`src/rtl/sync_fifo_pkg.sv`:
```
// Width helpers shared by the sync_fifo block. Every width in the block is
// derived from the FIFO depth through these functions.
package sync_fifo_pkg;

   function automatic int addr_w(input int depth);
      return $clog2(depth);
   endfunction

   // One extra bit so that occupancy can represent a completely full FIFO.
   function automatic int cnt_w(input int depth);
      return $clog2(depth) + 1;
   endfunction

endpackage

```
`src/rtl/sync_fifo_mem.sv`:
```
// Register-array storage for sync_fifo: one write port and one registered read port.
// Only the read data register is reset; the array itself is left without reset.
module sync_fifo_mem
   import sync_fifo_pkg::*;
#(
   parameter int DATA_WIDTH = 32,
   parameter int DATA_DEPTH = 8
) (
   input  logic                              clk_i,
   input  logic                              rst_i,
   input  logic                              wr_en_i,
   input  logic [addr_w(DATA_DEPTH)-1:0]     wr_addr_i,
   input  logic [DATA_WIDTH-1:0]             wr_data_i,
   input  logic                              rd_en_i,
   input  logic [addr_w(DATA_DEPTH)-1:0]     rd_addr_i,
   output logic [DATA_WIDTH-1:0]             rd_data_o
);

   logic [DATA_WIDTH-1:0] mem_q [DATA_DEPTH];
   logic [DATA_WIDTH-1:0] rd_data_d, rd_data_q;

   always_ff @(posedge clk_i) begin
      if (wr_en_i) begin
         mem_q[wr_addr_i] <= wr_data_i;
      end
   end

   // Read data holds its last value when no read is accepted.
   always_comb begin
      rd_data_d = rd_data_q;
      if (rd_en_i) begin
         rd_data_d = mem_q[rd_addr_i];
      end
   end

   always_ff @(posedge clk_i or posedge rst_i) begin
      if (rst_i) begin
         rd_data_q <= '0;
      end else begin
         rd_data_q <= rd_data_d;
      end
   end

   assign rd_data_o = rd_data_q;

endmodule

```
`src/rtl/sync_fifo.sv`:
```
// Single-clock FIFO with registered read data, read-valid strobe, count and flags.
// Define SYNC_FIFO_ERR_FLAGS_EN to add wr_overflow_o / rd_underflow_o pulse outputs.
module sync_fifo
   import sync_fifo_pkg::*;
#(
   parameter int DATA_WIDTH = 32,
   parameter int DATA_DEPTH = 8
) (
   input  logic                           clk_i,
   input  logic                           rst_i,
   input  logic                           wr_en_i,
   input  logic [DATA_WIDTH-1:0]          wr_data_i,
   input  logic                           rd_en_i,
   output logic                           rd_data_valid_o,
   output logic [DATA_WIDTH-1:0]          rd_data_o,
   output logic [cnt_w(DATA_DEPTH)-1:0]   elem_cnt_o,
   output logic                           full_o,
   output logic                           empty_o
`ifdef SYNC_FIFO_ERR_FLAGS_EN
   ,
   output logic                           wr_overflow_o,
   output logic                           rd_underflow_o
`endif
);

   localparam int ADDR_W = addr_w(DATA_DEPTH);
   localparam int CNT_W  = cnt_w(DATA_DEPTH);

   logic [CNT_W-1:0] wr_ptr_d, wr_ptr_q, rd_ptr_d, rd_ptr_q, cnt_d, cnt_q;
   logic             full_d, full_q, empty_d, empty_q, rd_valid_q;
   logic             rd_acc, wr_acc;

   always_comb begin
      rd_acc   = rd_en_i & ~empty_q;
      // A full FIFO still takes a write when a read frees a slot in the same cycle.
      wr_acc   = wr_en_i & (~full_q | rd_acc);
      wr_ptr_d = wr_ptr_q + CNT_W'(wr_acc);
      rd_ptr_d = rd_ptr_q + CNT_W'(rd_acc);
      // Wrap-bit pointers make the modular difference the exact occupancy 0..DEPTH.
      cnt_d    = wr_ptr_d - rd_ptr_d;
      full_d   = (cnt_d == CNT_W'(DATA_DEPTH));
      empty_d  = (cnt_d == '0);
   end

   always_ff @(posedge clk_i or posedge rst_i) begin
      if (rst_i) begin
         wr_ptr_q   <= '0;
         rd_ptr_q   <= '0;
         cnt_q      <= '0;
         full_q     <= 1'b0;
         empty_q    <= 1'b1;
         rd_valid_q <= 1'b0;
      end else begin
         wr_ptr_q   <= wr_ptr_d;
         rd_ptr_q   <= rd_ptr_d;
         cnt_q      <= cnt_d;
         full_q     <= full_d;
         empty_q    <= empty_d;
         rd_valid_q <= rd_acc;
      end
   end

   sync_fifo_mem #(
      .DATA_WIDTH (DATA_WIDTH),
      .DATA_DEPTH (DATA_DEPTH)
   ) u_mem (
      .clk_i     (clk_i),
      .rst_i     (rst_i),
      .wr_en_i   (wr_acc),
      .wr_addr_i (wr_ptr_q[ADDR_W-1:0]),
      .wr_data_i (wr_data_i),
      .rd_en_i   (rd_acc),
      .rd_addr_i (rd_ptr_q[ADDR_W-1:0]),
      .rd_data_o (rd_data_o)
   );

   assign rd_data_valid_o = rd_valid_q;
   assign elem_cnt_o      = cnt_q;
   assign full_o          = full_q;
   assign empty_o         = empty_q;

`ifdef SYNC_FIFO_ERR_FLAGS_EN
   logic wr_ovf_d, wr_ovf_q, rd_udf_d, rd_udf_q;

   always_comb begin
      wr_ovf_d = wr_en_i & ~wr_acc;
      rd_udf_d = rd_en_i & empty_q;
   end

   always_ff @(posedge clk_i or posedge rst_i) begin
      if (rst_i) begin
         wr_ovf_q <= 1'b0;
         rd_udf_q <= 1'b0;
      end else begin
         wr_ovf_q <= wr_ovf_d;
         rd_udf_q <= rd_udf_d;
      end
   end

   assign wr_overflow_o  = wr_ovf_q;
   assign rd_underflow_o = rd_udf_q;
`endif

endmodule

```
`config.mk`:
```
export PLATFORM = sky130hd
export DESIGN_NAME = sync_fifo
export DESIGN_NICKNAME = d
export VERILOG_FILES = /design/src/rtl/sync_fifo_pkg.sv /design/src/rtl/sync_fifo_mem.sv /design/src/rtl/sync_fifo.sv
export SDC_FILE = /design/constraint.sdc
export NUM_CORES = 1
export LEC_CHECK = 0
export ABC_AREA = 0
export CORE_MARGIN = 2
export CORE_UTILIZATION = 52
export CTS_CLUSTER_DIAMETER = 30
export CTS_CLUSTER_SIZE = 40
export DETAILED_ROUTE_END_ITERATION = 8
export GPL_TIMING_DRIVEN = 0
export HOLD_SLACK_MARGIN = 0.08
export PLACE_DENSITY = 0.77
export SETUP_SLACK_MARGIN = 0.4
export SYNTH_ARGS = -nofsm -noshare
export SYNTH_HDL_FRONTEND = slang
export SYNTH_SLANG_ARGS = --single-unit
export TNS_END_PERCENT = 5
```
`constraint.sdc`:
```
create_clock -name clk_i -period 10.9 [get_ports clk_i]
set_input_delay 1.635 -clock clk_i [delete_from_list [all_inputs] [get_ports clk_i]]
set_output_delay 1.635 -clock clk_i [all_outputs]
set_load 0.02 [all_outputs]
```
==> qor.csv <==
metric,value,unit
worst vdd ir,0.190,mV
"CP delay by family, top",buffers and inverters,
Synth Cell Area,0.0116,mm^2
count of cells along the worst hold path,2,
Yosys reg bits,303,
die area,0.0235,mm^2
Detail Route Antenna Nets,0,
CTS HTree Levels,2,
Clock transition at path regs,0.05,ns
"most common cell after layout, fill and taps aside",edfxtp_1,
# DRC,0,
Stages on worst setup path,12,
Rows,54,
post-CTS sizing,0,
largest net degree at the start of global routing,30,
Syn. warnings,0,
P_leak,5.33,nW
CTS Root Cell,clkbuf_16,
Area contributors post-synth,"edfxtp_1, dfrtp_1, mux2i_1, mux4_2, a22oi_1",
Critical Path End Type,flop,
r2r startpoint,empty_o,
Worst Reg2Reg Path Length in Cells,11,
cell breakdown of the critical path,clkdlybuf4s50_1 > nand2b_1 > clkinv_1 > clkbuf_1 > ha_1 > ha_1 > inv_1 > fa_1 > xor2_1 > nor3_1 > or3b_1 > mux2i_1,
Post-synth EDFFs,256,
DP Wirelength,15600,um
CTS tree,yes,
core footprint,0.0219,mm^2
Crit path buffers/inverters,4,
Least-Margin Pin Slew,0.960,ns
layout cell share with drive strength beyond 1,17.1,%
Final period util,42.6,%
Synth Area per Inst,17.9,um^2
Final setup viols,0,
clock sink count,303,
fill count,1457,
initial antenna violation count,0,
Die Span Y,153,um
"Core Util, Final",66.0,%
I/O Buffers,74,
worst endpoint required time,11.35,ns
most frequent cells in the layout,"edfxtp_1, mux2i_1, clkdlybuf4s50_1",
Max Freq,216,MHz
Congestion Overflow GR,0,
Initial Utilization,53.0,%
Setup TNS,0,ns
CP startpoint kind,input port,
vias per cell,5.83,
FF-to-FF End,full_o,
Yosys top cell by area,edfxtp_1,
"Data arrival, critical path",5.09,ns
Critical Path Max Stage Delay,0.48,ns
wire per inst,23.7,um
placed cells,1015,
Critical Path Fanout Max,11,
CP Capture Point,full_o,
Placer Congestion,0.753,
Total Routed Length,26000,um
vias after detailed routing,6403,
first-pass GRT wire length,39700,um
Finished Layout Cells,1098,
area share of the largest cell type after synthesis,66.2,%
postcts setup bufs,0,
Cells after Synth,648,
final slew viol count,0,
Initial DRC Count,510,
Final Hold Fails,0,
r2r setup slk,7.22,ns
crit path time final,4.64,ns
Area growth syn-to-layout,24.6,%
Crit-path slowest cell,clkbuf_1,
gr usage total,22.3,%
clk_skew,0.0113,ns
die width,153,um
register area share after synthesis,76.4,%
CP startpoint,rd_en_i,
vias in the first global route,6952,
critical path type,input port to flop,
Pwr Density,295,mW/mm^2
Post-synth ARST share,15.5,%
Slew HR,35.6,%
nets,826,
total iterations of the first detailed-routing run,5,
Critical Path Most Common Cell,ha_1,
later-pin clock latency in the skew report,0.53,ns
HP Class,flop to flop,
overall power,4.27,mW
IO Pins,75,
Mapped Nets,692,
RSZ-0062 raised after global routing,no,
status,"finished, final reports clean",
total CTS buffers,45,
Max Root-Sink Buffers,3,
max_cap viols,0,
Hold Buf Count CTS,0,
main flop type after synthesis,edfxtp_1,
synth unique cells,33,
-- cell usage after synthesis, drive strengths merged, types with 3 or more instances --
| master | count |
|---|---|
| a221oi | 15 |
| a22oi | 34 |
| buf | 23 |
| clkbuf | 11 |
| dfrtp | 46 |
| edfxtp | 256 |
| ha | 7 |
| inv | 8 |
| mux2i | 100 |
| mux4 | 15 |
| nand2 | 66 |
| nand2b | 4 |
| nand3 | 19 |
| nor2 | 8 |
| nor2b | 3 |
| nor3 | 3 |
| o21ai | 16 |
| xor2 | 5 |
-- sequential cells by signal (all words and copies together) (netlist names) --
signal and cells:
elem_cnt_o 4, empty_o 1, full_o 1, rd_data_valid_o 1
rd_ptr_q 4, u_mem.mem_q 256, u_mem.rd_data_o 32, wr_ptr_q 4
-- metrics by stage --
step	hold slack (ns)	setup WS, ns	instance area [um^2]
after global placement	0.458	3.39	12700
after CTS	0.476	6.27	14500
after floorplan	0.502	6.16	11600
after global routing	0.499	6.04	14500
after detailed placement	0.461	5.73	13000
final	0.472	6.26	14500
-- power by group --
group	internal, mW	total (mW)	switching (mW)
Combinational	0.546	1.29	0.743
Clock	0.876	1.40	0.525
Sequential	1.50	1.58	0.0859
Total	2.92	4.27	1.35
-- area by class of cell --
class	count	area (um^2)	area share, %
clock buffers	51	1170	8.09
inverters	9	33.8	0.234
clock inverters	31	324	2.24
repair buffers	87	948	6.56
well taps	280	350	2.42
diodes	1	2.50	0.0173
multi-input cells	302	2510	17.4
plain buffers	34	249	1.72
flip-flops and latches	303	8860	61.3
-- tightest hold or removal path, delay by kind of cell, from the launching register on --
family,cells,cell delay [ns]
simple gates,2,0.10
flops,1,0.34
-- routing by layer --
metal  global-route usage, %  share of wire, %  vias to the layer above
met1                    27.7                39                     3283
met3                    3.80               6.5                       63
met5                       0                 0                        -
met4                    8.39               2.8                        0
li1                        -                 -                     2798
met2                    39.4                52                      259
-- cell families (layout without fill, tap and decap cells) --
family	count (synthesis)	in the layout	share of synthesized area, %
xor gates and xnor gates	7	7	0.658
DFF	303	303	76.4
other	0	1	0
and+or+nand+nor	105	105	3.85
AOI/OAI and AO/OA	67	67	4.20
adders and majority gates	8	8	0.927
buffers and inverters	43	212	2.44
muxes	115	115	11.5
-- worst min-delay path by stage --
stage | startpoint | end | slack [ns]
floorplan | wr_ptr_q[3] | wr_ptr_q[3] | 0.50
global placement | u_mem.rd_data_o[9] | u_mem.rd_data_o[9] | 0.46
detailed placement | u_mem.rd_data_o[29] | u_mem.rd_data_o[29] | 0.46
CTS | u_mem.rd_data_o[11] | u_mem.rd_data_o[11] | 0.48
global route | u_mem.rd_data_o[7] | u_mem.rd_data_o[7] | 0.50
finish | u_mem.rd_data_o[20] | u_mem.rd_data_o[20] | 0.47
No activity file was read; power rests on OpenSTA's default activity.
